File: src/rtl/mem_port_arbiter.sv
// mem_port_arbiter
//   Shares one single-word backing-memory port between the instruction-cache
//   refill path (I side, LINE_WORDS-word line reads) and the CPU data path
//   (D side, single read or write). One transaction is in flight at a time.
//   Simultaneous requests are resolved round-robin (FAIR=1) or D-first (FAIR=0).
//
// Ports
//   clk, rst              clock, synchronous active-high reset
//   i_req/i_addr          I-side line request (level) and line address
//   i_qdata/i_ready       assembled line and one-cycle completion pulse
//   d_req/d_we/d_addr/
//   d_wdata/d_mode        D-side request, direction, address, data, access mode
//   d_rdata/d_ready       registered read data and one-cycle completion pulse
//   mem_valid/mem_we/
//   mem_addr/mem_wdata/
//   mem_mode              backing-memory request, held until mem_ack
//   mem_ack/mem_rdata     memory completion and read data (same cycle)

// One word of the refill line; cleared on reset so a partial line never
// survives a reset.
module lineWordReg (
  input  logic        clk,
  input  logic        rst,
  input  logic        we,
  input  logic [31:0] d,
  output logic [31:0] q
);
  always_ff @(posedge clk) begin
    if (rst)     q <= '0;
    else if (we) q <= d;
  end
endmodule

module mem_port_arbiter #(
  parameter int                LINE_WORDS = 4,
  parameter int                MMD_W      = 2,
  parameter logic [MMD_W-1:0]  MODE_WORD  = '0,
  parameter int                FAIR       = 1
) (
  input  logic                     clk,
  input  logic                     rst,
  input  logic                     i_req,
  input  logic [31:0]              i_addr,
  output logic [32*LINE_WORDS-1:0] i_qdata,
  output logic                     i_ready,
  input  logic                     d_req,
  input  logic                     d_we,
  input  logic [31:0]              d_addr,
  input  logic [31:0]              d_wdata,
  input  logic [MMD_W-1:0]         d_mode,
  output logic [31:0]              d_rdata,
  output logic                     d_ready,
  output logic                     mem_valid,
  output logic                     mem_we,
  output logic [31:0]              mem_addr,
  output logic [31:0]              mem_wdata,
  output logic [MMD_W-1:0]         mem_mode,
  input  logic                     mem_ack,
  input  logic [31:0]              mem_rdata
);
  localparam int BW  = $clog2(LINE_WORDS);
  localparam int OFF = BW + 2;
  localparam logic [BW-1:0] LAST_BEAT = BW'(LINE_WORDS - 1);

  typedef enum logic [1:0] {IDLE, D_ACC, I_BEAT, DONE} state_t;

  typedef struct packed {
    logic             we;
    logic [31:0]      addr;
    logic [31:0]      wdata;
    logic [MMD_W-1:0] mode;
  } memReq_t;

  state_t  state, stateNxt;
  memReq_t reqQ, reqNxt;
  logic    memValidQ, memValidNxt;
  logic [BW-1:0] beatQ, beatNxt;
  logic    lastGrantD, lastGrantDNxt;   // 0 = I was granted last
  logic    iReadyQ, iReadyNxt, dReadyQ, dReadyNxt;
  logic [31:0] dRdataQ, dRdataNxt;
  logic [LINE_WORDS-1:0] wordWe;
  logic [LINE_WORDS-1:0][31:0] lineQ;
  logic    grantD, grantI;
  logic    unusedBits;

  // Offset bits inside the line are ignored by design.
  assign unusedBits = ^i_addr[OFF-1:0];

  function automatic logic [31:0] lineAddr(input logic [31:0] base, input logic [BW-1:0] b);
    return {base[31:OFF], b, 2'b00};
  endfunction

  // Tie-break: D wins unless round-robin says it was served last.
  assign grantD = d_req && (!i_req || (FAIR == 0) || !lastGrantD);
  assign grantI = i_req && !grantD;

  // State register
  always_ff @(posedge clk) begin
    if (rst) state <= IDLE;
    else     state <= stateNxt;
  end

  // Next-state logic
  always_comb begin
    stateNxt = state;
    case (state)
      IDLE:    if (grantD)      stateNxt = D_ACC;
               else if (grantI) stateNxt = I_BEAT;
      D_ACC:   if (mem_ack) stateNxt = DONE;
      I_BEAT:  if (mem_ack && beatQ == LAST_BEAT) stateNxt = DONE;
      DONE:    stateNxt = IDLE;
      default: stateNxt = IDLE;
    endcase
  end

  // Output next values; everything leaves through registers. The memory
  // request for a grant is loaded on the grant edge so mem_valid is high in
  // the first cycle of D_ACC / I_BEAT.
  always_comb begin
    reqNxt        = reqQ;
    memValidNxt   = memValidQ;
    beatNxt       = beatQ;
    lastGrantDNxt = lastGrantD;
    iReadyNxt     = 1'b0;
    dReadyNxt     = 1'b0;
    dRdataNxt     = dRdataQ;
    wordWe        = '0;
    case (state)
      IDLE: begin
        if (grantD) begin
          memValidNxt   = 1'b1;
          reqNxt        = '{we: d_we, addr: d_addr, wdata: d_wdata, mode: d_mode};
          lastGrantDNxt = 1'b1;
        end else if (grantI) begin
          memValidNxt   = 1'b1;
          reqNxt        = '{we: 1'b0, addr: lineAddr(i_addr, '0), wdata: 32'h0, mode: MODE_WORD};
          beatNxt       = '0;
          lastGrantDNxt = 1'b0;
        end
      end
      D_ACC: begin
        if (mem_ack) begin
          memValidNxt = 1'b0;
          dReadyNxt   = 1'b1;
          if (!reqQ.we) dRdataNxt = mem_rdata;
        end
      end
      I_BEAT: begin
        if (mem_ack) begin
          wordWe[beatQ] = 1'b1;
          if (beatQ == LAST_BEAT) begin
            memValidNxt = 1'b0;
            iReadyNxt   = 1'b1;
          end else begin
            // Next beat issues straight away; back-to-back acks are legal.
            beatNxt     = beatQ + 1'b1;
            reqNxt.addr = lineAddr(i_addr, beatQ + 1'b1);
          end
        end
      end
      default: ;
    endcase
  end

  // Output registers
  always_ff @(posedge clk) begin
    if (rst) begin
      reqQ       <= '0;
      memValidQ  <= 1'b0;
      beatQ      <= '0;
      lastGrantD <= 1'b0;
      iReadyQ    <= 1'b0;
      dReadyQ    <= 1'b0;
      dRdataQ    <= '0;
    end else begin
      reqQ       <= reqNxt;
      memValidQ  <= memValidNxt;
      beatQ      <= beatNxt;
      lastGrantD <= lastGrantDNxt;
      iReadyQ    <= iReadyNxt;
      dReadyQ    <= dReadyNxt;
      dRdataQ    <= dRdataNxt;
    end
  end

  // Line assembly: one register per word, written by its beat.
  for (genvar k = 0; k < LINE_WORDS; k++) begin : gLine
    lineWordReg uWord (
      .clk (clk),
      .rst (rst),
      .we  (wordWe[k]),
      .d   (mem_rdata),
      .q   (lineQ[k])
    );
  end

  assign i_qdata   = lineQ;
  assign i_ready   = iReadyQ;
  assign d_rdata   = dRdataQ;
  assign d_ready   = dReadyQ;
  assign mem_valid = memValidQ;
  assign mem_we    = reqQ.we;
  assign mem_addr  = reqQ.addr;
  assign mem_wdata = reqQ.wdata;
  assign mem_mode  = reqQ.mode;
endmodule

File: config.mk
export PLATFORM = sky130hd
export DESIGN_NAME = mem_port_arbiter
export DESIGN_NICKNAME = d
export VERILOG_FILES = /design/src/rtl/mem_port_arbiter.sv
export SDC_FILE = /design/constraint.sdc
export NUM_CORES = 1
export LEC_CHECK = 0
export BUFFER_PORTS_ARGS = -buffer_cell sky130_fd_sc_hd__buf_4
export CELL_PAD_IN_SITES_DETAIL_PLACEMENT = 0
export CELL_PAD_IN_SITES_GLOBAL_PLACEMENT = 1
export CORE_ASPECT_RATIO = 0.7
export CORE_MARGIN = 5
export CORE_UTILIZATION = 34
export CTS_CLUSTER_SIZE = 16
export DETAILED_ROUTE_END_ITERATION = 6
export PLACE_DENSITY = 0.77
export SLEW_MARGIN = 5
export SYNTH_ARGS = -nofsm -noshare
export SYNTH_HDL_FRONTEND = slang
export SYNTH_SLANG_ARGS = --single-unit
File: constraint.sdc
create_clock -name clk -period 2.1 [get_ports clk]
set_input_delay 0.105 -clock clk [delete_from_list [all_inputs] [get_ports clk]]
set_output_delay 0.105 -clock clk [all_outputs]
set_load 0.05 [all_outputs]
==> results_dict.tcl, run 1 <==
set metrics [dict create \
    hpwlAfterDp_um 22100 \
    synth_area_um2 8950 \
    synth_top_cells_by_area "dfxtp_1 53%, nand2_1 15%, a21oi_1 11%" \
    drc_errors 0 \
    ys.flop_type "dfxtp_1" \
    drt_iter0_markers 489 \
    antenna_cells 0 \
    wl_per_cell_um 17.7 \
    first_pass_iters 5 \
    cp_top_family "simple AND/OR/NAND/NOR gates" \
    nets 1659 \
    tns_ns 0 \
    synth_area_leader_cell "dfxtp_1" \
    slew_headroom 0.430 \
    wl_um 33500 \
    layout_setup_ws_ns 0.269 \
    grt_pass1_wl_um 51800 \
    fill_cells 2355 \
    antenna_left 0 \
    final.period_utilization 0.872 \
    first_global_vias 8858 \
    async_reset_ff_frac 0 \
    synth-edff-count 0 \
    max_freq_mhz 546 \
    core_area_um2 25800 \
    die_y_um 146 \
    insertion_delay_ns 0.53 \
    syn_nets 1227 \
    final_max_slew_viol_count 0 \
    cts-buffers-inserted 25 \
    postSynthCellCount 1084 \
    final_hold_viol_count 0 \
    slowest_stage "or2_2" \
    die-area_um2 29700 \
    clock_skew_ns 0.00873 \
    final_cell_mix "370 x buf_4, 355 x nand2_1, 235 x dfxtp_1" \
    ys_seq_area_frac 0.526 \
    p_per_area_nw_per_um2 1100 \
    grt_antenna_before_repair 0 \
    crit_chain "inv_1 > ha_1 > nand2_1 > or2_2 > nand2_1 > a21oi_1" \
    worst-path-max-fanout 32 \
    pre_cts_slack_ns 0.291 \
    path_common_cell "nand2_1" \
    worstSetupStartpointType "flop" \
    gp_congestion 0.776 \
    timing_worst_setup_path_type "reg2reg" \
    ios 366 \
    vias 8963 \
    synth_top_area_frac 0.526 \
    clockBufferDepth 3 \
    regArea_um2 4700 \
    required_ns 2.55 \
    setup_violations 0 \
    grt_start_max_net_pins 78 \
    drv_cap 0 \
    cts_tree "built" \
    ys_ff_latch 235 \
    cp_slowest_stage_delay_ns 0.66 \
    min_period_ns 1.83 \
    via_per_inst 4.74 \
    track_usage 0.213 \
    cts.sinks 235 \
    cts-root-buf "clkbuf_16" \
    final_common_cell "buf_4" \
    rsz0062_at_grt "no" \
    rows 49 \
    status "finished, final reports clean" \
    p_leak_nw 5.73 \
    portBuffers 361 \
    worst_slew_pin_slew_ns 0.854 \
    yosysWarnings 0 \
    arrival_ns 2.28 \
    synth_cell_types 35 \
    hp-class "in2reg" \
    path_clk_slew_ns 0.06 \
    start_util 0.347 \
    worst_setup_path_end_kind "flop" \
    synth_area_per_cell_um2 8.26 \
    drive_gt1_frac 0.307 \
    post_cts_buffers 0 \
    cts_max_level 1 \
    worst-path-buf-inv 1 \
    die_w_um 204 \
    multiInputGateArea_um2 3830 \
    area_delta_synth_final_pct 56.1 \
    peakVddDrop_v 0.000581 \
    grt_overflow 0 \
]
[cell usage after synthesis (all sizes together) (2+ instances only)]
| cell | count |
|---|---|
| ha | 7 |
| buf | 44 |
| a21oi | 194 |
| nor2 | 47 |
| nand2 | 355 |
| o21ai | 29 |
| mux2i | 2 |
| nor3b | 28 |
| and3 | 4 |
| dfxtp | 235 |
| nand3 | 6 |
| a311oi | 4 |
| nand3b | 2 |
| nor2b | 3 |
| o21a | 27 |
| inv | 5 |
| a22oi | 35 |
| clkbuf | 45 |
[layout make-up]
class | count | share of cell area
clock buffer | 36 | 0.0535
clock inverter | 9 | 0.00573
inverter | 5 | 0.00134
multi-input combinational | 755 | 0.274
sequential | 235 | 0.337
tap | 357 | 0.0320
timing repair buffer | 494 | 0.297
[registers in the layout (all words and copies together) (netlist names)]
| name | count |
|---|---|
| lastGrantD | 1 |
| mem_mode | 2 |
| mem_we | 1 |
| i_ready | 1 |
| mem_wdata | 32 |
| mem_valid | 1 |
| beatQ | 2 |
| mem_addr | 32 |
| state | 2 |
| d_ready | 1 |
| d_rdata | 32 |
| gLine.uWord.q | 128 |
[metal layers]
metal,wire length (µm),track usage,vias to the layer above
li1,-,-,4459
met1,14900,0.289,4190
met2,15100,0.335,270
met3,2710,0.0650,44
met4,807,0.0519,0
met5,0,0,-
[metrics by stage]
stage          total power, mW  instance area (µm²)   util  cells  hold WS, ns
3_3_place_gp              10.8                12000  0.467   1736        0.352
4_1_cts                   15.5                14000  0.541   1891      0.00107
3_5_place_dp              10.8                12000  0.467   1736        0.360
6_report                  15.3                14000  0.541   1891       0.0177
5_1_grt                   16.1                14000  0.541   1891       0.0240
2_1_floorplan             9.05                 8950      -   1084        0.241
[worst paths after layout]
kind	from	endpoint	slack [ns]	depth (start not counted)
hold reg to reg	mem_addr[13]$_SDFFE_PP0P_	mem_addr[13]$_SDFFE_PP0P_	0.45	2
setup reg to reg	state[1]$_SDFFE_PP0P_	d_rdata[8]$_SDFFE_PP0P_	0.27	6
setup / recovery	state[1]$_SDFFE_PP0P_	d_rdata[8]$_SDFFE_PP0P_	0.27	6
hold / removal	d_addr[12]	mem_addr[12]$_SDFFE_PP0P_	0.02	4
[logic make-up after synthesis]
kind of cell             count (synthesis)  share of synthesized area
flip-flops                             235                      0.526
multiplexers                             3                    0.00350
AND/OR/NAND/NOR                        449                      0.221
adder cells (fa/ha/maj)                  7                    0.00979
buffers and inverters                   94                     0.0513
AO/OA/AOI/OAI                          296                      0.189
[worst min-delay path: stages]
cell,delay (ns)
buf_4,0.07
nor3b_2,0.14
o21ai_1,0.08
a21oi_1,0.10
[what timing repair did]
| action | 4_1_cts | 5_1_grt |
|---|---|---|
| gates resized for setup | 0 | 0 |
| hold buffers | 110 | 0 |
| endpoints found under the hold margin | 232 | 0 |
| setup endpoints to repair | 0 | 0 |
[where the power goes]
group	switching (mW)	internal, mW	leakage (nW)	total, mW
registers	0.259	4.95	1.91	5.21
clock network	1.83	2.59	0.412	4.43
logic	3.78	1.90	3.41	5.68
No activity file was read; power rests on OpenSTA's default activity.
==> run 2, diff against run 1 <==
--- a/config.mk
+++ b/config.mk
@@ -10,10 +10,10 @@
 export CELL_PAD_IN_SITES_GLOBAL_PLACEMENT = 1
 export CORE_ASPECT_RATIO = 0.7
 export CORE_MARGIN = 5
-export CORE_UTILIZATION = 34
+export CORE_UTILIZATION = 37
 export CTS_CLUSTER_SIZE = 16
 export DETAILED_ROUTE_END_ITERATION = 6
-export PLACE_DENSITY = 0.77
+export PLACE_DENSITY = 0.83
 export SLEW_MARGIN = 5
 export SYNTH_ARGS = -nofsm -noshare
 export SYNTH_HDL_FRONTEND = slang
==> constraint.sdc (replaced) <==
create_clock -name clk -period 2.3 [get_ports clk]
set_input_delay 0.115 -clock clk [delete_from_list [all_inputs] [get_ports clk]]
set_output_delay 0.115 -clock clk [all_outputs]
set_load 0.05 [all_outputs]
==> results_dict.tcl, run 2 (synthesis results as in run 1) <==
set metrics [dict create \
    status "finished, final reports clean" \
    cp_slowest_stage_delay_ns 0.59 \
    ios 366 \
    cts_max_level 1 \
    final_hold_viol_count 0 \
    portBuffers 361 \
    fin_total_pwr_mw 14.5 \
    slew_headroom 0.447 \
    grt_antenna_before_repair 0 \
    worst-path-buf-inv 3 \
    worstSetupStartpointType "flop" \
    final_common_cell "buf_4" \
    drive_gt1_frac 0.308 \
    reg2regPathDepth 7 \
    cts-buffers-inserted 25 \
    cp_top_family "buffers and inverters" \
    drt_iter0_markers 474 \
    grt_overflow 0 \
    p_leak_nw 5.75 \
    slowest_stage "dlygate4sd3_1" \
    grt_start_max_net_pins 70 \
    clockBufferDepth 3 \
    cts_tree "built" \
    crit_path_end "mem_wdata[15]$_SDFFE_PP0P_" \
    first_global_vias 8873 \
    first_pass_iters 5 \
    cts-root-buf "clkbuf_16" \
    tns_ns 0 \
    largest_register_ff_count 128 \
    insertion_delay_ns 0.52 \
    antenna_left 0 \
    drc_errors 0 \
    hpwlAfterDp_um 21200 \
    hold_ws_ns 0.0201 \
    drv_cap 0 \
    wl_um 33100 \
    worst-path-max-fanout 21 \
    antenna_cells 0 \
    max_freq_mhz 462 \
    min_period_ns 2.16 \
    gp_congestion 0.810 \
    peakVddDrop_v 0.000730 \
    routed-wl-met2_um 15000 \
    cp.depth 7 \
    critPathLaunch "state[0]$_SDFFE_PP0P_" \
    fill_cells 2109 \
    wl_per_cell_um 17.9 \
    arrival_ns 2.57 \
    top_layer "met4" \
    final_max_slew_viol_count 0 \
    final_cell_mix "371 x buf_4, 355 x nand2_1, 235 x dfxtp_1" \
    max_flop_register "gLine.uWord.q" \
    r2r_slack_ns 0.14 \
    vias 9032 \
    die_y_um 140 \
    worst_setup_path_end_kind "flop" \
    wl_met1_um 14500 \
    r2r_end "mem_wdata[15]$_SDFFE_PP0P_" \
    track_usage 0.224 \
    reg2reg_from "state[0]$_SDFFE_PP0P_" \
    rows 47 \
    die-area_um2 27400 \
    final.period_utilization 0.940 \
    start_util 0.378 \
    cts.sinks 235 \
    timing_worst_setup_path_type "reg2reg" \
    setup_violations 0 \
    dr_wl_met3_um 2940 \
    grt_pass1_wl_um 50500 \
    nets 1652 \
    die_w_um 196 \
    worst_slew_pin_slew_ns 0.829 \
    clock_skew_ns 0.00898 \
    path_clk_slew_ns 0.07 \
    crit_chain "inv_1 > ha_2 > o21ai_4 > buf_4 > a22oi_1 > nor2_1 > dlygate4sd3_1" \
    hp-class "in2reg" \
    core_area_um2 23700 \
    area_delta_synth_final_pct 55.9 \
    required_ns 2.70 \
    via_per_inst 4.89 \
    rsz0062_at_grt "no" \
    p_per_area_nw_per_um2 1040 \
]
## run 2: worst min-delay path by stage
stage / from / to / depth (start not counted)
after global placement: d_wdata[24] / mem_wdata[24]$_SDFFE_PP0P_ / 3
final: d_addr[17] / mem_addr[17]$_SDFFE_PP0P_ / 4
after CTS: i_addr[28] / mem_addr[28]$_SDFFE_PP0P_ / 4
after floorplan: mem_rdata[0] / d_rdata[0]$_SDFFE_PP0P_ / 2
after global routing: d_addr[31] / mem_addr[31]$_SDFFE_PP0P_ / 4
after detailed placement: d_wdata[0] / mem_wdata[0]$_SDFFE_PP0P_ / 3
## run 2: cell type report
type | count | area (µm²) | area share
clock buffers | 33 | 716 | 0.0513
clock inverters | 13 | 225 | 0.0161
inverters | 5 | 18.8 | 0.00134
multi-input cells | 755 | 3840 | 0.275
flip-flops and latches | 235 | 4700 | 0.337
well taps | 318 | 398 | 0.0285
repair buffers | 487 | 4050 | 0.290
## run 2: worst register-to-register path, cell delays in order (launching register included)
cell and delay [ns]:
dfxtp_1 0.33, inv_1 0.12, ha_2 0.32, o21ai_4 0.19, buf_4 0.26, a22oi_1 0.18, nor2_1 0.07, dlygate4sd3_1 0.59
## run 2: per-layer routing
metal	up-vias	global-route usage
met5	-	0
met4	0	0.0455
met3	45	0.0687
met2	301	0.364
met1	4237	0.298
li1	4449	-
## run 2: stage by stage
stage / utilization / area, µm² / worst slack, ns / std cells
3_5_place_dp: 0.503 / 11900 / 0.419 / 1694
3_3_place_gp: 0.503 / 11900 / 0.448 / 1694
6_report: 0.589 / 14000 / 0.137 / 1846
2_1_floorplan: - / 8950 / 0.685 / 1084
5_1_grt: 0.589 / 14000 / 0.0157 / 1846
4_1_cts: 0.587 / 13900 / 0.0584 / 1845
## run 2: power by group
group          internal, mW  switching [mW]
sequential             4.52           0.250
clock                  2.87            1.70
combinational          1.71            3.46
total                  9.10            5.41
## run 2: repair_timing
action                     CTS  global route
setup buffers                0             0
setup endpoints to repair    0             4
hold buffers               105             0
resized for setup            0             3
hold endpoints to repair   228             0
